**src/rtl/imem_boot_loader.sv**
```systemverilog
// Boot loader for the 8-bit core: takes a length/program/checksum frame and copies the
// program into instruction memory from address 0, releasing the core only on a verified load.
module imem_boot_loader #(
    parameter int DEPTH   = 32,
    parameter int TIMEOUT = 255
) (
    input  logic       clock,
    input  logic       reset,
    input  logic [7:0] in_data,
    input  logic       in_valid,
    output logic       in_ready,
    output logic       imem_we,
    output logic [7:0] imem_addr,
    output logic [7:0] imem_wdata,
    output logic       cpu_run,
    output logic       load_done,
    output logic       load_err,
    output logic [7:0] byte_count
);

    localparam int            IW        = (TIMEOUT < 2) ? 1 : $clog2(TIMEOUT + 1);
    localparam logic [7:0]    DEPTH_B   = 8'(DEPTH);
    localparam logic [IW-1:0] TIMEOUT_C = IW'(TIMEOUT);

    typedef enum logic [2:0] {
        S_LEN,
        S_DATA,
        S_CSUM,
        S_DONE,
        S_ERROR
    } state_t;

    state_t        r_state;
    state_t        w_state_next;
    logic [7:0]    r_len;
    logic [7:0]    r_checksum;
    logic [7:0]    r_byte_count;
    logic [7:0]    r_addr;
    logic [7:0]    r_wdata;
    logic          r_we;
    logic [IW-1:0] r_idle;

    logic          w_ready;
    logic          w_accept;
    logic          w_len_bad;
    logic          w_last_byte;
    logic          w_timeout;
    logic [IW-1:0] w_idle_inc;
    logic [7:0]    w_count_inc;

    assign w_accept    = in_valid & w_ready;
    assign w_len_bad   = (in_data == 8'd0) || (in_data > DEPTH_B);
    assign w_count_inc = r_byte_count + 8'd1;
    assign w_last_byte = (w_count_inc == r_len);
    assign w_idle_inc  = r_idle + 1'b1;
    assign w_timeout   = (w_idle_inc == TIMEOUT_C);

    always_ff @(posedge clock) begin
        if (!reset) begin
            r_state <= S_LEN;
        end else begin
            r_state <= w_state_next;
        end
    end

    // An accept always wins over a timeout landing on the same cycle.
    always_comb begin
        w_state_next = r_state;
        case (r_state)
            S_LEN: begin
                if (w_accept) begin
                    w_state_next = w_len_bad ? S_ERROR : S_DATA;
                end
            end
            S_DATA: begin
                if (w_accept) begin
                    if (w_last_byte) begin
                        w_state_next = S_CSUM;
                    end
                end else if (w_timeout) begin
                    w_state_next = S_ERROR;
                end
            end
            S_CSUM: begin
                if (w_accept) begin
                    w_state_next = (in_data == r_checksum) ? S_DONE : S_ERROR;
                end else if (w_timeout) begin
                    w_state_next = S_ERROR;
                end
            end
            default: begin
                w_state_next = r_state;
            end
        endcase
    end

    always_comb begin
        w_ready   = 1'b0;
        load_done = 1'b0;
        cpu_run   = 1'b0;
        load_err  = 1'b0;
        case (r_state)
            S_LEN, S_DATA, S_CSUM: w_ready = 1'b1;
            S_DONE: begin
                load_done = 1'b1;
                cpu_run   = 1'b1;
            end
            S_ERROR: load_err = 1'b1;
            default: w_ready = 1'b0;
        endcase
    end

    // Write pulse, address and data are registered, so each byte lands one cycle after its accept.
    always_ff @(posedge clock) begin
        if (!reset) begin
            r_we         <= 1'b0;
            r_addr       <= 8'd0;
            r_wdata      <= 8'd0;
            r_len        <= 8'd0;
            r_checksum   <= 8'd0;
            r_byte_count <= 8'd0;
            r_idle       <= '0;
        end else begin
            r_we <= 1'b0;
            case (r_state)
                S_LEN: begin
                    if (w_accept) begin
                        r_len        <= in_data;
                        r_checksum   <= 8'd0;
                        r_byte_count <= 8'd0;
                        r_idle       <= '0;
                    end
                end
                S_DATA: begin
                    if (w_accept) begin
                        r_we         <= 1'b1;
                        r_addr       <= r_byte_count;
                        r_wdata      <= in_data;
                        r_byte_count <= w_count_inc;
                        r_checksum   <= r_checksum + in_data;
                        r_idle       <= '0;
                    end else begin
                        r_idle <= w_idle_inc;
                    end
                end
                S_CSUM: begin
                    if (w_accept) begin
                        r_idle <= '0;
                    end else begin
                        r_idle <= w_idle_inc;
                    end
                end
                default: begin
                    r_idle <= r_idle;
                end
            endcase
        end
    end

    assign in_ready   = w_ready;
    assign imem_we    = r_we;
    assign imem_addr  = r_addr;
    assign imem_wdata = r_wdata;
    assign byte_count = r_byte_count;

endmodule

```
**config.mk**
```make
export PLATFORM = sky130hd
export DESIGN_NAME = imem_boot_loader
export DESIGN_NICKNAME = d
export VERILOG_FILES = /design/src/rtl/imem_boot_loader.sv
export SDC_FILE = /design/constraint.sdc
export NUM_CORES = 1
export LEC_CHECK = 0
export BUFFER_PORTS_ARGS = -buffer_cell sky130_fd_sc_hd__buf_2
export CORE_MARGIN = 3
export CORE_UTILIZATION = 35
export DETAILED_ROUTE_END_ITERATION = 12
export GPL_TIMING_DRIVEN = 0
export SLEW_MARGIN = 20
export SYNTH_ARGS = -nofsm -noshare
export SYNTH_HDL_FRONTEND = slang
export SYNTH_SLANG_ARGS = --single-unit
```
**constraint.sdc**
```tcl
create_clock -name clock -period 3.3 [get_ports clock]
set_clock_uncertainty 0.05 [all_clocks]
set_input_delay 0.165 -clock clock [delete_from_list [all_inputs] [get_ports clock]]
set_output_delay 0.165 -clock clock [all_outputs]
set_load 0.01 [all_outputs]
```
==> flow_summary.yaml <==
critical_path:
  r2r_start: "byte_count[1]"
  critPathKind: "flop to output pin"
  crit_path_max_fanout: 10
  rr_worst_depth: 7
  end_kind: "output pin"
  start_kind: "flop"
  reg2reg_to: "r_state[1]"
  regToRegSetupSlack_ns: 1.22
  startpoint: "r_state[0]"
  crit_required_ns: 3.08
  crit_end: "load_done"
  crit_arrival_ns: 2.12
logic_synthesis:
  synth_flop_cell: "dfxtp_1"
  yosysWarnings: 0
  synth_edf_count: 0
  yosysSeqAreaShare_pct: 36.77
  synth_nets: 371
  async_flop_share_pct: 0
  avgSynthCellArea_um2: 8.113
  syn_inst: 349
  ys_ff_latch: 52
  netlist_area_um2: 2831
  ys_types: 45
routing:
  vias_per_cell: 5.006
  num_vias: 2488
  drt-initial-drc-count: 106
  route.detailed.drc: 0
  dr.pass1.iters: 4
  ant_nets: 0
  wirelength_um: 6901
  wl_per_cell_um: 13.89
global_routing:
  grtUsageMet3_pct: 2.424
  grt_pass1_wl_um: 11430
  grt_use_met2_pct: 26.58
  track_usage_pct: 15.90
  grt_pass1_vias: 2344
  antenna_found_initial: 0
  met1_usage_pct: 20.91
  grt_max_degree: 17
  grt_overflow: 0
  grt.busiest_layer: "met2"
cells_and_area:
  drive_gt1_share_pct: 14.68
  n_fill_cell: 826
  final_common_cell: "nand2_1"
  final_cell_mix: "nand2_1, dfxtp_1, buf_2"
  nNetsFinal: 416
  area_growth_pct: 15.16
  antenna_cells: 0
power_and_ir_drop:
  clkPwrFrac_pct: 24.5
  finalPower_w: 0.001824
  ir_worst_vdd_mv: 0.2328
  p_per_area_nw_per_um2: 559.6
  switching_power_w: 0.0006678
  internal-power_w: 0.001157
  p_sw_share_pct: 36.60
  combPwrFrac_pct: 34.5
  cellLeakagePower_nw: 1.332
  pwr-share-seq_pct: 41.0
outcome:
  outcome: "finished clean"
clock_tree:
  hold_buffers: 0
  cts_setup_buffers: 0
  path_clk_slew_ns: 0.10
  clock-root-buffer: "clkbuf_8"
  htreeDepth: 2
  post_cts_resized: 0
  clock-sinks: 52
  cts_buffers: 5
  clockBufferDepth: 2
  clk_latency_ns: 0.31
  cts_tree: "done"
die:
  die_y_um: 95.95
  start_util_pct: 36.27
  die-area_um2: 9205
  core_um2: 7807
  num_rows: 32
  io_pins: 40
  die_w_um: 95.95
sta:
  worstMarginPinSlew_ns: 0.8062
  layout_min_cycle_time_ns: 2.336
  hold_viol_final: 0
  drv_slew: 0
  worst_slack_ns: 0.9642
  setup_tns_ns: 0
  finalSetupViolCount: 0
  period_share_pct: 70.78
  rsz0062_at_grt: "no"
  maxSlewHeadroom_pct: 45.84
  fmax_mhz: 428.1
placed_design:
  hpwl_um: 5141
  post-place-ws_ns: 1.224
  numPortBuffers: 38
  place.gp.congestion: 0.8518
worst_hold_path:
  hold_path_class: "input port to flop"
job:
  cap_violations: 0
stage by stage:
step	std cells	hold slack [ns]	util, %	instance area [µm²]
after global routing	497	0.08878	41.76	3261
after floorplan	349	0.2599	-	2831
after CTS	497	0.09143	41.76	3261
after global placement	489	0.3960	40.34	3149
final	497	0.09001	41.76	3261
after detailed placement	489	0.4039	40.34	3149
cell families (layout without fill, tap and decap cells):
group                    after synthesis  in the layout  synth area share, %
AND/OR/NAND/NOR                      153            153                26.20
AO/OA/AOI/OAI                         75             75                18.60
flip-flops                            52             52                36.77
buffers and inverters                 30             76                4.551
XOR/XNOR                              26             26                8.042
adder cells (fa/ha/maj)               11             11                5.126
multiplexers                           2              2               0.7071
worst max-delay path, cell delays in order, from the launching register on:
cell      delay, ns
dfxtp_1        0.45
clkbuf_1       0.40
clkbuf_1       0.49
and3_1         0.26
buf_4          0.10
buf_2          0.11
worst min path at each step:
stage                        from       endpoint  slack, ns  cells after the start
finish                 in_data[0]  imem_wdata[0]       0.09                      3
floorplan              in_data[4]  imem_wdata[4]       0.26                      2
CTS                    in_data[0]       r_len[0]       0.09                      3
global route           in_data[0]  imem_wdata[0]       0.09                      3
global placement    imem_wdata[4]  imem_wdata[4]       0.40                      2
detailed placement   imem_addr[5]   imem_addr[5]       0.40                      2
routing by layer:
layer | part of all wire, % | vias to the layer above
met5 | 0 | -
met4 | 2.2 | 0
met3 | 4.1 | 8
met2 | 46 | 57
met1 | 47 | 1138
li1 | - | 1285
state kept, by name (all words and copies together), names as in the netlist:
signal	flops
byte_count	8
imem_addr	8
imem_wdata	8
r_checksum	8
r_idle	8
r_len	8
r_state	3
imem_we	1
Yosys cell counts (all sizes together) (9+ instances only):
cell	number	area share, %
nor3	9	1.6
nor2	16	2.1
o21ai	13	2.3
ha	10	4.4
dfxtp	52	37
nor2b	12	2.7
xor2	15	4.6
xnor2	11	3.4
nand3	14	2.9
a21boi	27	7.2
clkbuf	16	2.1
a21oi	10	1.9
nand2	69	9.1
area by class of cell:
cell class	count	area, µm²	share of cell area [%]
timing repair buffer	38	190.2	5.833
clock inverter	2	38.79	1.190
inverter	6	22.52	0.6907
multi-input combinational	267	1662	50.96
tap	102	127.6	3.914
sequential	52	1041	31.93
clock buffer	6	72.57	2.226
buffer	24	106.4	3.262
power by group through the flow:
stage / Combinational (W) / Clock [W] / Sequential (W)
after floorplan: 0.000451 / 0 / 0.000757
after global placement: 0.000620 / 0 / 0.000759
after detailed placement: 0.000631 / 0 / 0.000763
after CTS: 0.000635 / 0.000460 / 0.000748
after global routing: 0.000714 / 0.000489 / 0.000758
final: 0.000629 / 0.000447 / 0.000748
(Power assumes the default switching activity.)
